`config.mk`:
```
export PLATFORM = sky130hd
export DESIGN_NAME = alu_op_issue_flat
export DESIGN_NICKNAME = d
export VERILOG_FILES = /design/src/rtl/alu_op_issue_if.sv /design/src/rtl/alu_op_issue.sv /design/src/flat_wrapper.sv
export SDC_FILE = /design/constraint.sdc
export NUM_CORES = 1
export LEC_CHECK = 0
export ABC_CLOCK_PERIOD_IN_PS = 6800
export CAP_MARGIN = 20
export CORE_MARGIN = 4
export CORE_UTILIZATION = 40
export DETAILED_ROUTE_END_ITERATION = 12
export PLACE_DENSITY = 0.7
export SETUP_SLACK_MARGIN = 0.02
export SKIP_CTS_REPAIR_TIMING = 1
export SYNTH_ARGS = -nofsm -noshare
export SYNTH_HDL_FRONTEND = slang
export SYNTH_SLANG_ARGS = --single-unit
```
`constraint.sdc`:
```
create_clock -name clk -period 6.8 [get_ports clk]
set_input_delay 1.36 -clock clk [delete_from_list [all_inputs] [get_ports clk]]
set_output_delay 1.36 -clock clk [all_outputs]
set_load 0.05 [all_outputs]
```
`src/rtl/alu_op_issue_if.sv`:
```
// Command/result bus between a command producer, the issue stage and the
// downstream select stage. The producer side (master) drives commands and
// out_ready; the issue stage (slave) drives in_ready and all results.
//
// Handshake: a transfer happens on a rising edge where valid and ready are
// both 1. A valid source holds its payload stable until that edge. in_ready
// depends only on the FIFO fill level, never on in_valid or out_ready.
interface alu_op_issue_if #(
   parameter int WIDTH = 4,
   parameter int AW    = 2
);
   logic             in_valid;
   logic             in_ready;
   logic [2:0]       in_op;
   logic [WIDTH-1:0] in_a;
   logic [WIDTH-1:0] in_b;
   logic             f2;
   logic             f1;
   logic             f0;
   logic [WIDTH-1:0] opa;
   logic [WIDTH-1:0] opb;
   logic             out_valid;
   logic             out_ready;
   logic [WIDTH-1:0] out_result;
   logic             out_carry;
   logic             out_zero;
   logic [AW:0]      count;

   modport master (
      output in_valid, in_op, in_a, in_b, out_ready,
      input  in_ready, f2, f1, f0, opa, opb, out_valid,
             out_result, out_carry, out_zero, count
   );

   modport slave (
      input  in_valid, in_op, in_a, in_b, out_ready,
      output in_ready, f2, f1, f0, opa, opb, out_valid,
             out_result, out_carry, out_zero, count
   );
endinterface

```
`src/rtl/alu_op_issue.sv`:
```
// Issue stage for the ALU function-select mux: buffers commands in a FIFO,
// issues them in arrival order as registered f2/f1/f0 selects and operands,
// and registers the matching result/flags alongside them. The issue register
// holds until the consumer accepts; a new command loads on the same edge.
module alu_op_issue #(
   parameter int WIDTH = 4,
   parameter int DEPTH = 4,
   parameter int AW    = 2
) (
   input logic          clk,
   input logic          rst,
   alu_op_issue_if.slave bus
);

   localparam logic [AW:0] FULL_COUNT = (AW+1)'(DEPTH);

   logic [2:0]       r_mem_op [DEPTH];
   logic [WIDTH-1:0] r_mem_a  [DEPTH];
   logic [WIDTH-1:0] r_mem_b  [DEPTH];
   logic [AW-1:0]    r_wr_ptr;
   logic [AW-1:0]    r_rd_ptr;
   logic [AW:0]      r_count;

   logic             r_out_valid;
   logic             r_f2;
   logic             r_f1;
   logic             r_f0;
   logic [WIDTH-1:0] r_opa;
   logic [WIDTH-1:0] r_opb;
   logic [WIDTH-1:0] r_result;
   logic             r_carry;
   logic             r_zero;

   logic             w_in_ready;
   logic             w_push;
   logic             w_load;
   logic [2:0]       w_head_op;
   logic [WIDTH-1:0] w_head_a;
   logic [WIDTH-1:0] w_head_b;
   logic [WIDTH:0]   w_wide;
   logic [WIDTH-1:0] w_result;
   logic             w_carry;
   logic             w_zero;

   // Full blocks pushes even when a pop happens on the same edge.
   assign w_in_ready = (r_count != FULL_COUNT);
   assign w_push     = bus.in_valid & w_in_ready;
   // Refill the issue register whenever it is empty or being accepted.
   assign w_load     = (r_count != '0) & (~r_out_valid | bus.out_ready);

   assign w_head_op  = r_mem_op[r_rd_ptr];
   assign w_head_a   = r_mem_a[r_rd_ptr];
   assign w_head_b   = r_mem_b[r_rd_ptr];

   // Function of the FIFO head; bit WIDTH of w_wide is the carry/borrow/shift-out.
   always_comb begin
      w_wide = '0;
      case (w_head_op)
         3'b000:  w_wide = {1'b0, w_head_a} + {1'b0, w_head_b};
         3'b001:  w_wide = {1'b0, w_head_a} - {1'b0, w_head_b};
         3'b010:  w_wide = {1'b0, w_head_a & w_head_b};
         3'b011:  w_wide = {1'b0, w_head_a | w_head_b};
         3'b100:  w_wide = {1'b0, w_head_a ^ w_head_b};
         3'b101:  w_wide = {1'b0, ~w_head_a};
         3'b110:  w_wide = {w_head_a, 1'b0};
         default: w_wide = {1'b0, w_head_b};
      endcase
   end

   assign w_result = w_wide[WIDTH-1:0];
   assign w_carry  = w_wide[WIDTH];
   assign w_zero   = (w_result == '0);

   // FIFO storage; entries need no reset because the pointers discard them.
   always_ff @(posedge clk) begin
      if (w_push) begin
         r_mem_op[r_wr_ptr] <= bus.in_op;
         r_mem_a[r_wr_ptr]  <= bus.in_a;
         r_mem_b[r_wr_ptr]  <= bus.in_b;
      end
   end

   // FIFO pointers and fill level; pointers wrap naturally at DEPTH.
   always_ff @(posedge clk) begin
      if (rst) begin
         r_wr_ptr <= '0;
         r_rd_ptr <= '0;
         r_count  <= '0;
      end else begin
         if (w_push) r_wr_ptr <= r_wr_ptr + AW'(1);
         if (w_load) r_rd_ptr <= r_rd_ptr + AW'(1);
         case ({w_push, w_load})
            2'b10:   r_count <= r_count + (AW+1)'(1);
            2'b01:   r_count <= r_count - (AW+1)'(1);
            default: r_count <= r_count;
         endcase
      end
   end

   // Issue register: load from the head, or retire when accepted with nothing queued.
   always_ff @(posedge clk) begin
      if (rst) begin
         r_out_valid <= 1'b0;
         r_f2        <= 1'b0;
         r_f1        <= 1'b0;
         r_f0        <= 1'b0;
         r_opa       <= '0;
         r_opb       <= '0;
         r_result    <= '0;
         r_carry     <= 1'b0;
         r_zero      <= 1'b0;
      end else if (w_load) begin
         r_out_valid <= 1'b1;
         r_f2        <= w_head_op[2];
         r_f1        <= w_head_op[1];
         r_f0        <= w_head_op[0];
         r_opa       <= w_head_a;
         r_opb       <= w_head_b;
         r_result    <= w_result;
         r_carry     <= w_carry;
         r_zero      <= w_zero;
      end else if (bus.out_ready) begin
         r_out_valid <= 1'b0;
      end
   end

   assign bus.in_ready   = w_in_ready;
   assign bus.count      = r_count;
   assign bus.out_valid  = r_out_valid;
   assign bus.f2         = r_f2;
   assign bus.f1         = r_f1;
   assign bus.f0         = r_f0;
   assign bus.opa        = r_opa;
   assign bus.opb        = r_opb;
   assign bus.out_result = r_result;
   assign bus.out_carry  = r_carry;
   assign bus.out_zero   = r_zero;

endmodule

```
`src/flat_wrapper.sv`:
```
// flat-port wrapper written by rule: the top's interface ports become plain ports
module alu_op_issue_flat 
#(
   parameter int WIDTH = 4,
   parameter int DEPTH = 4,
   parameter int AW    = 2
)
  (clk, rst, bus_in_valid, bus_in_op, bus_in_a, bus_in_b, bus_out_ready, bus_in_ready, bus_f2, bus_f1, bus_f0, bus_opa, bus_opb, bus_out_valid, bus_out_result, bus_out_carry, bus_out_zero, bus_count);
  alu_op_issue_if #(.WIDTH(WIDTH), .AW(AW)) bus_i ();
  input logic clk;
  input logic rst;
  input wire logic [$bits(bus_i.in_valid)-1:0] bus_in_valid;
  input wire logic [$bits(bus_i.in_op)-1:0] bus_in_op;
  input wire logic [$bits(bus_i.in_a)-1:0] bus_in_a;
  input wire logic [$bits(bus_i.in_b)-1:0] bus_in_b;
  input wire logic [$bits(bus_i.out_ready)-1:0] bus_out_ready;
  output wire logic [$bits(bus_i.in_ready)-1:0] bus_in_ready;
  output wire logic [$bits(bus_i.f2)-1:0] bus_f2;
  output wire logic [$bits(bus_i.f1)-1:0] bus_f1;
  output wire logic [$bits(bus_i.f0)-1:0] bus_f0;
  output wire logic [$bits(bus_i.opa)-1:0] bus_opa;
  output wire logic [$bits(bus_i.opb)-1:0] bus_opb;
  output wire logic [$bits(bus_i.out_valid)-1:0] bus_out_valid;
  output wire logic [$bits(bus_i.out_result)-1:0] bus_out_result;
  output wire logic [$bits(bus_i.out_carry)-1:0] bus_out_carry;
  output wire logic [$bits(bus_i.out_zero)-1:0] bus_out_zero;
  output wire logic [$bits(bus_i.count)-1:0] bus_count;
  assign bus_i.in_valid = bus_in_valid;
  assign bus_i.in_op = bus_in_op;
  assign bus_i.in_a = bus_in_a;
  assign bus_i.in_b = bus_in_b;
  assign bus_i.out_ready = bus_out_ready;
  assign bus_in_ready = bus_i.in_ready;
  assign bus_f2 = bus_i.f2;
  assign bus_f1 = bus_i.f1;
  assign bus_f0 = bus_i.f0;
  assign bus_opa = bus_i.opa;
  assign bus_opb = bus_i.opb;
  assign bus_out_valid = bus_i.out_valid;
  assign bus_out_result = bus_i.out_result;
  assign bus_out_carry = bus_i.out_carry;
  assign bus_out_zero = bus_i.out_zero;
  assign bus_count = bus_i.count;
  alu_op_issue #(.WIDTH(WIDTH), .DEPTH(DEPTH), .AW(AW)) u_core (.clk(clk), .rst(rst), .bus(bus_i));
endmodule
```
# Yosys cells after proc, flatten, opt, wreduce, memory -nomap -nowiden
# Memories as Yosys holds them, arrays and structs flattened. A register that Yosys moved wholly into a read port is not among the register bits.
# Index checks and enable logic that the tools add are counted.
word_totals:
  reg_bits: 25
  mem_bits_rw: 44
  in_bits: 15
  output_inout_bits: 22
  memories: 3
mem_list:
  columns: ["name", "depth", "word_bits", "read_ports", "rd_ports_with_merged_regs", "wr", "line", "rtl"]
  rows:
  - ["u_core.r_mem_a", 4, 4, 1, 1, 1, "alu_op_issue.sv:18", "logic [WIDTH-1:0] r_mem_a [DEPTH];"]
  - ["u_core.r_mem_b", 4, 4, 1, 1, 1, "alu_op_issue.sv:19", "logic [WIDTH-1:0] r_mem_b [DEPTH];"]
  - ["u_core.r_mem_op", 4, 3, 1, 1, 1, "alu_op_issue.sv:17", "logic [2:0] r_mem_op [DEPTH];"]
op_classes:
  add_sub_neg: 6
  eq_ne: 9
  muxes: 12
  bitwise: 8
  reduce_logical: 5
ops:
  columns: ["op", "n"]
  rows:
  - ["5-bit case mux with 7 select lines", 1]
  - ["2-bit 2-to-1 mux", 6]
  - ["3-bit equality test, second input constant", 3]
  - ["3-bit by 2-bit equality test with 1-bit output, second input constant", 2]
  - ["3-bit case mux with 2 select lines", 1]
  - ["4-bit by 4-bit adder with 5-bit output", 1]
  - ["4-bit by 4-bit subtractor with 5-bit output", 1]
  - ["2-bit by 1-bit adder with 2-bit output, second input constant", 2]
  - ["4-bit AND", 1]
  - ["4-bit logical NOT", 1]
  - ["1-bit 2-to-1 mux", 4]
  - ["4-bit inverter", 1]
  - ["4-bit bitwise OR", 1]
  - ["2-bit nonzero test", 2]
  - ["4-bit XOR", 1]
  - ["3-bit by 1-bit adder with 3-bit output, second input constant", 1]
  - ["3-bit by 1-bit equality test with 1-bit output, second input constant", 1]
  - ["3-bit logical NOT", 1]
  - ["3-bit != test, second input constant", 1]
  - ["3-bit nonzero test", 1]
  - ["3-bit by 1-bit subtractor with 3-bit output, second input constant", 1]
  - ["1-bit AND", 2]
  - ["2-bit by 1-bit equality test with 1-bit output, second input constant", 1]
  - ["2-bit equality test, second input constant", 1]
  - ["2 further kinds", 2]

# Logic depth before layout (Yosys ltp)
logic_depth:
  word_depth: 5
  mapped_depth: 13
  ltp_nobuf: 12

# Least setup slack after synthesis
# OpenSTA, ideal clock, no wires.
synth_timing:
  path_kind: "register to register"
  start: "register (tool-made name)"
  end: "register u_core.r_zero, in the netlist u_core.bus.out_zero"
  setup_time_ns: 0.059
  arrival_ns: 3.398
  required_time_ns: 6.741
  setup_slack_ns: 3.343
  stages_incl_launch_ff: 14
  path_buffers: 2
  cell_sequence: "dfxtp_1 > buf_6 > mux4_2 > buf_4 > nor2_1 > nand2_1 > mux2i_1 > ha_1 > and3b_1 > or3_1 > a31oi_4 > a22oi_1 > a2111oi_2 > a31o_1"
synth_rtl:
  columns: ["element", "line", "rtl"]
  rows:
  - ["end signal, assigned", "alu_op_issue.sv:121", "r_zero <= w_zero;"]
  - ["end, declared", "alu_op_issue.sv:32", "logic r_zero;"]

==> key figures <==
Outcome
  • Status: complete, no violations

Worst setup path
  • CP arrival: 4310 ps
  • Crit Path Category: reg2reg
  • Crit. End Element: flop
  • Crit-path max FO: 12
  • Worst setup SP type: flop
  • CP Data Required Time: 7100 ps

Clock network
  • Clock transition at the registers of the reported paths: 80 ps
  • CTS root buffer: clkbuf_8
  • Clk Latency, worst-skew pair: 360 ps
  • CTS tree: done
  • Clock buffer depth: 2
  • TritonCTS Buffers: 9
  • H-tree levels: 3
  • Sink Count: 71

Min path
  • Hold WC Path Type: reg2reg

STA
  • Slew @ Worst Pin: 1030 ps
  • Clock skew after layout: 9.33 ps
  • Fin crit period: 4010 ps
  • Final period utilization: 0.590
  • F_max: 249 MHz
  • RSZ-0062 raised after global routing: false
  • Final Slew Violations: 0
  • Hold Vio Cnt, Final: 0
  • Final setup viols: 0
  • Max_slew headroom: 0.312
  • TNS Setup: 0 ps

Routing
  • Routed WL: 6280 µm
  • Antenna-violating nets left: 0
  • Wire length per cell: 15.1 µm
  • Initial drt markers: 101
  • Pre-antenna DRT Iters: 4
  • Vias per cell: 5.16
  • # DRC: 0
  • Via count: 2143

Synth
  • Mapped Cells: 270
  • Asr flop ratio synth: 0
  • Netlist Area Pre-Place: 3340 µm²
  • Post-synth top area cell: edfxtp_1
  • Yosys reg bits: 71
  • Sequential element share of the synthesized area: 0.558
  • Most numerous cell in the Yosys netlist: edfxtp_1
  • Synth area leaders: edfxtp_1, dfxtp_1, ha_1, mux4_2, nand2_1
  • Ys Warns: 0
  • Synth top cells by count: edfxtp_1, nand2_1, dfxtp_1
  • Primary FF master, synth: edfxtp_1
  • Syn nets: 305
  • EDFF count, synth: 44
  • Synth top area share: 0.396
  • Syn Area/Cell: 12.4 µm²
  • Distinct cells, synth: 48

Placement
  • HPWL Detailed: 4430 µm
  • Post-DP Area: 3770 µm²
  • I/O Buffers: 36
  • Gpl congestion: 0.947

Layout
  • Area taken by multi-input logic gates: 1340 µm²
  • Register Area: 1860 µm²
  • Fillers: 739
  • Design area: 3980 µm²
  • Core Util, Final: 0.486
  • Share of layout cells above drive strength 1: 0.103
  • Final net count: 340
  • Layout area overhead: 19.0%
  • ANT cells: 0

Die
  • IO Pins: 37
  • Die H: 99.4 µm
  • Core area: 8180 µm²
  • Initial core utilization: 0.408
  • Die area: 9870 µm²
  • Std cell rows: 33
  • DIE WIDTH: 99.4 µm

Pwr
  • PwrDens: 502 nW/µm²
  • VDD IR max: 0.198 mV
  • Leak: 1.46 nW

Flow run
  • Max_cap viols: 0

GRT
  • Largest net degree at the start of global routing: 28
  • Vias in the first global route: 2155
  • Initial antenna violation count: 0
  • First-pass GRT wire length: 10500 µm
  • GRT Residual Overflow: 0
  • Total GRT Usage: 0.137
## placed cells by master, fill, tap and decap left out, types with 2 or more instances in the layout
| cell | synthesis | layout |
|---|---|---|
| a211oi_1 | 3 | 3 |
| a21o_1 | 3 | 3 |
| a21oi_1 | 20 | 20 |
| a31oi_1 | 4 | 4 |
| and3_1 | 5 | 5 |
| clkbuf_8 | 0 | 9 |
| clkdlybuf4s50_1 | 0 | 36 |
| dfxtp_1 | 27 | 27 |
| edfxtp_1 | 44 | 44 |
| fa_1 | 2 | 2 |
| ha_1 | 18 | 18 |
| inv_1 | 21 | 21 |
| inv_6 | 0 | 2 |
| mux2i_1 | 7 | 7 |
| mux4_1 | 2 | 2 |
| mux4_2 | 9 | 9 |
| nand2_1 | 31 | 31 |
| nand3_1 | 2 | 2 |
| nor2_1 | 15 | 15 |
| nor2b_1 | 2 | 2 |
| nor3_1 | 5 | 5 |
| o211ai_1 | 2 | 2 |
| o21ai_0 | 5 | 5 |
| or3_1 | 3 | 3 |
| xnor2_1 | 5 | 5 |
| xor2_1 | 3 | 3 |
## area by class of cell
type                            count  area share
Tap cell                          105      0.0331
Sequential cell                    71       0.468
Clock buffer                        9      0.0312
Timing Repair Buffer               36      0.0907
Multi-Input combinational cell    166       0.337
Clock inverter                      7      0.0201
Inverter                           21      0.0198
## cell families (layout without fill, tap and decap cells)
| group | count (synthesis) | count (layout) | share of synthesized area |
|---|---|---|---|
| adders and majority gates | 20 | 20 | 0.0794 |
| muxes | 20 | 20 | 0.104 |
| AOI/OAI and AO/OA | 47 | 47 | 0.0959 |
| xor gates and xnor gates | 8 | 8 | 0.0210 |
| DFF | 71 | 71 | 0.558 |
| buffers and inverters | 33 | 73 | 0.0416 |
| and+or+nand+nor | 71 | 71 | 0.100 |
## worst max-delay path, stage by stage (launching register included)
cell	delay, ps
dfxtp_1	790
mux4_1	790
inv_1	150
ha_1	240
mux2i_1	250
ha_1	280
and3b_1	170
or3_1	380
a31oi_4	190
a22oi_1	110
a2111oi_2	390
a31o_1	190
## power by group
part           internal, mW  switching [mW]  total [mW]
combinational         0.396           0.643        1.04
sequential            0.550          0.0617       0.612
clock                 0.174           0.170       0.345
total                  1.12           0.876        2.00
## metrics by stage
| step | cells | worst slack (ps) | total power [mW] | hold slack [ps] |
|---|---|---|---|---|
| detailed placement | 399 | 2610 | 1.66 | 446 |
| global route | 415 | 2500 | 2.14 | 474 |
| CTS | 415 | 2780 | 2.01 | 457 |
| floorplan | 270 | 3340 | 1.41 | 469 |
| global placement | 399 | 2690 | 1.65 | 445 |
| finish | 415 | 2790 | 2.00 | 454 |
## metal layers
metal  up-vias  global-route usage  part of all wire  routed length [µm]
met1      1026               0.176              0.46                2860
met4         0              0.0609             0.018                 116
met3        13              0.0393             0.056                 353
li1       1046                   -                 -                   -
met5         -                   0                 0                   0
met2        58               0.214              0.47                2950
## final timing paths
| check | from | endpoint | slack (ps) | cells past startpoint |
|---|---|---|---|---|
| max | flop | u_core.bus.out_zero | 2790 | 11 |
| min reg2reg | u_core.bus.f0 | u_core.bus.f0 | 450 | 2 |
| min | u_core.bus.f0 | u_core.bus.f0 | 450 | 2 |
| max reg2reg | flop | u_core.bus.out_zero | 2790 | 11 |
## state kept, by name (all words and copies together) (netlist names), 2 cells and up, named ones only
signal                 cells
u_core.r_mem_a            16
u_core.r_mem_b            16
u_core.r_mem_op           12
u_core.bus.opa             4
u_core.bus.opb             4
u_core.bus.out_result      4
u_core.bus.count           3
u_core.r_rd_ptr            2
u_core.r_wr_ptr            2
Note: power is estimated with default switching activity, not from simulation.
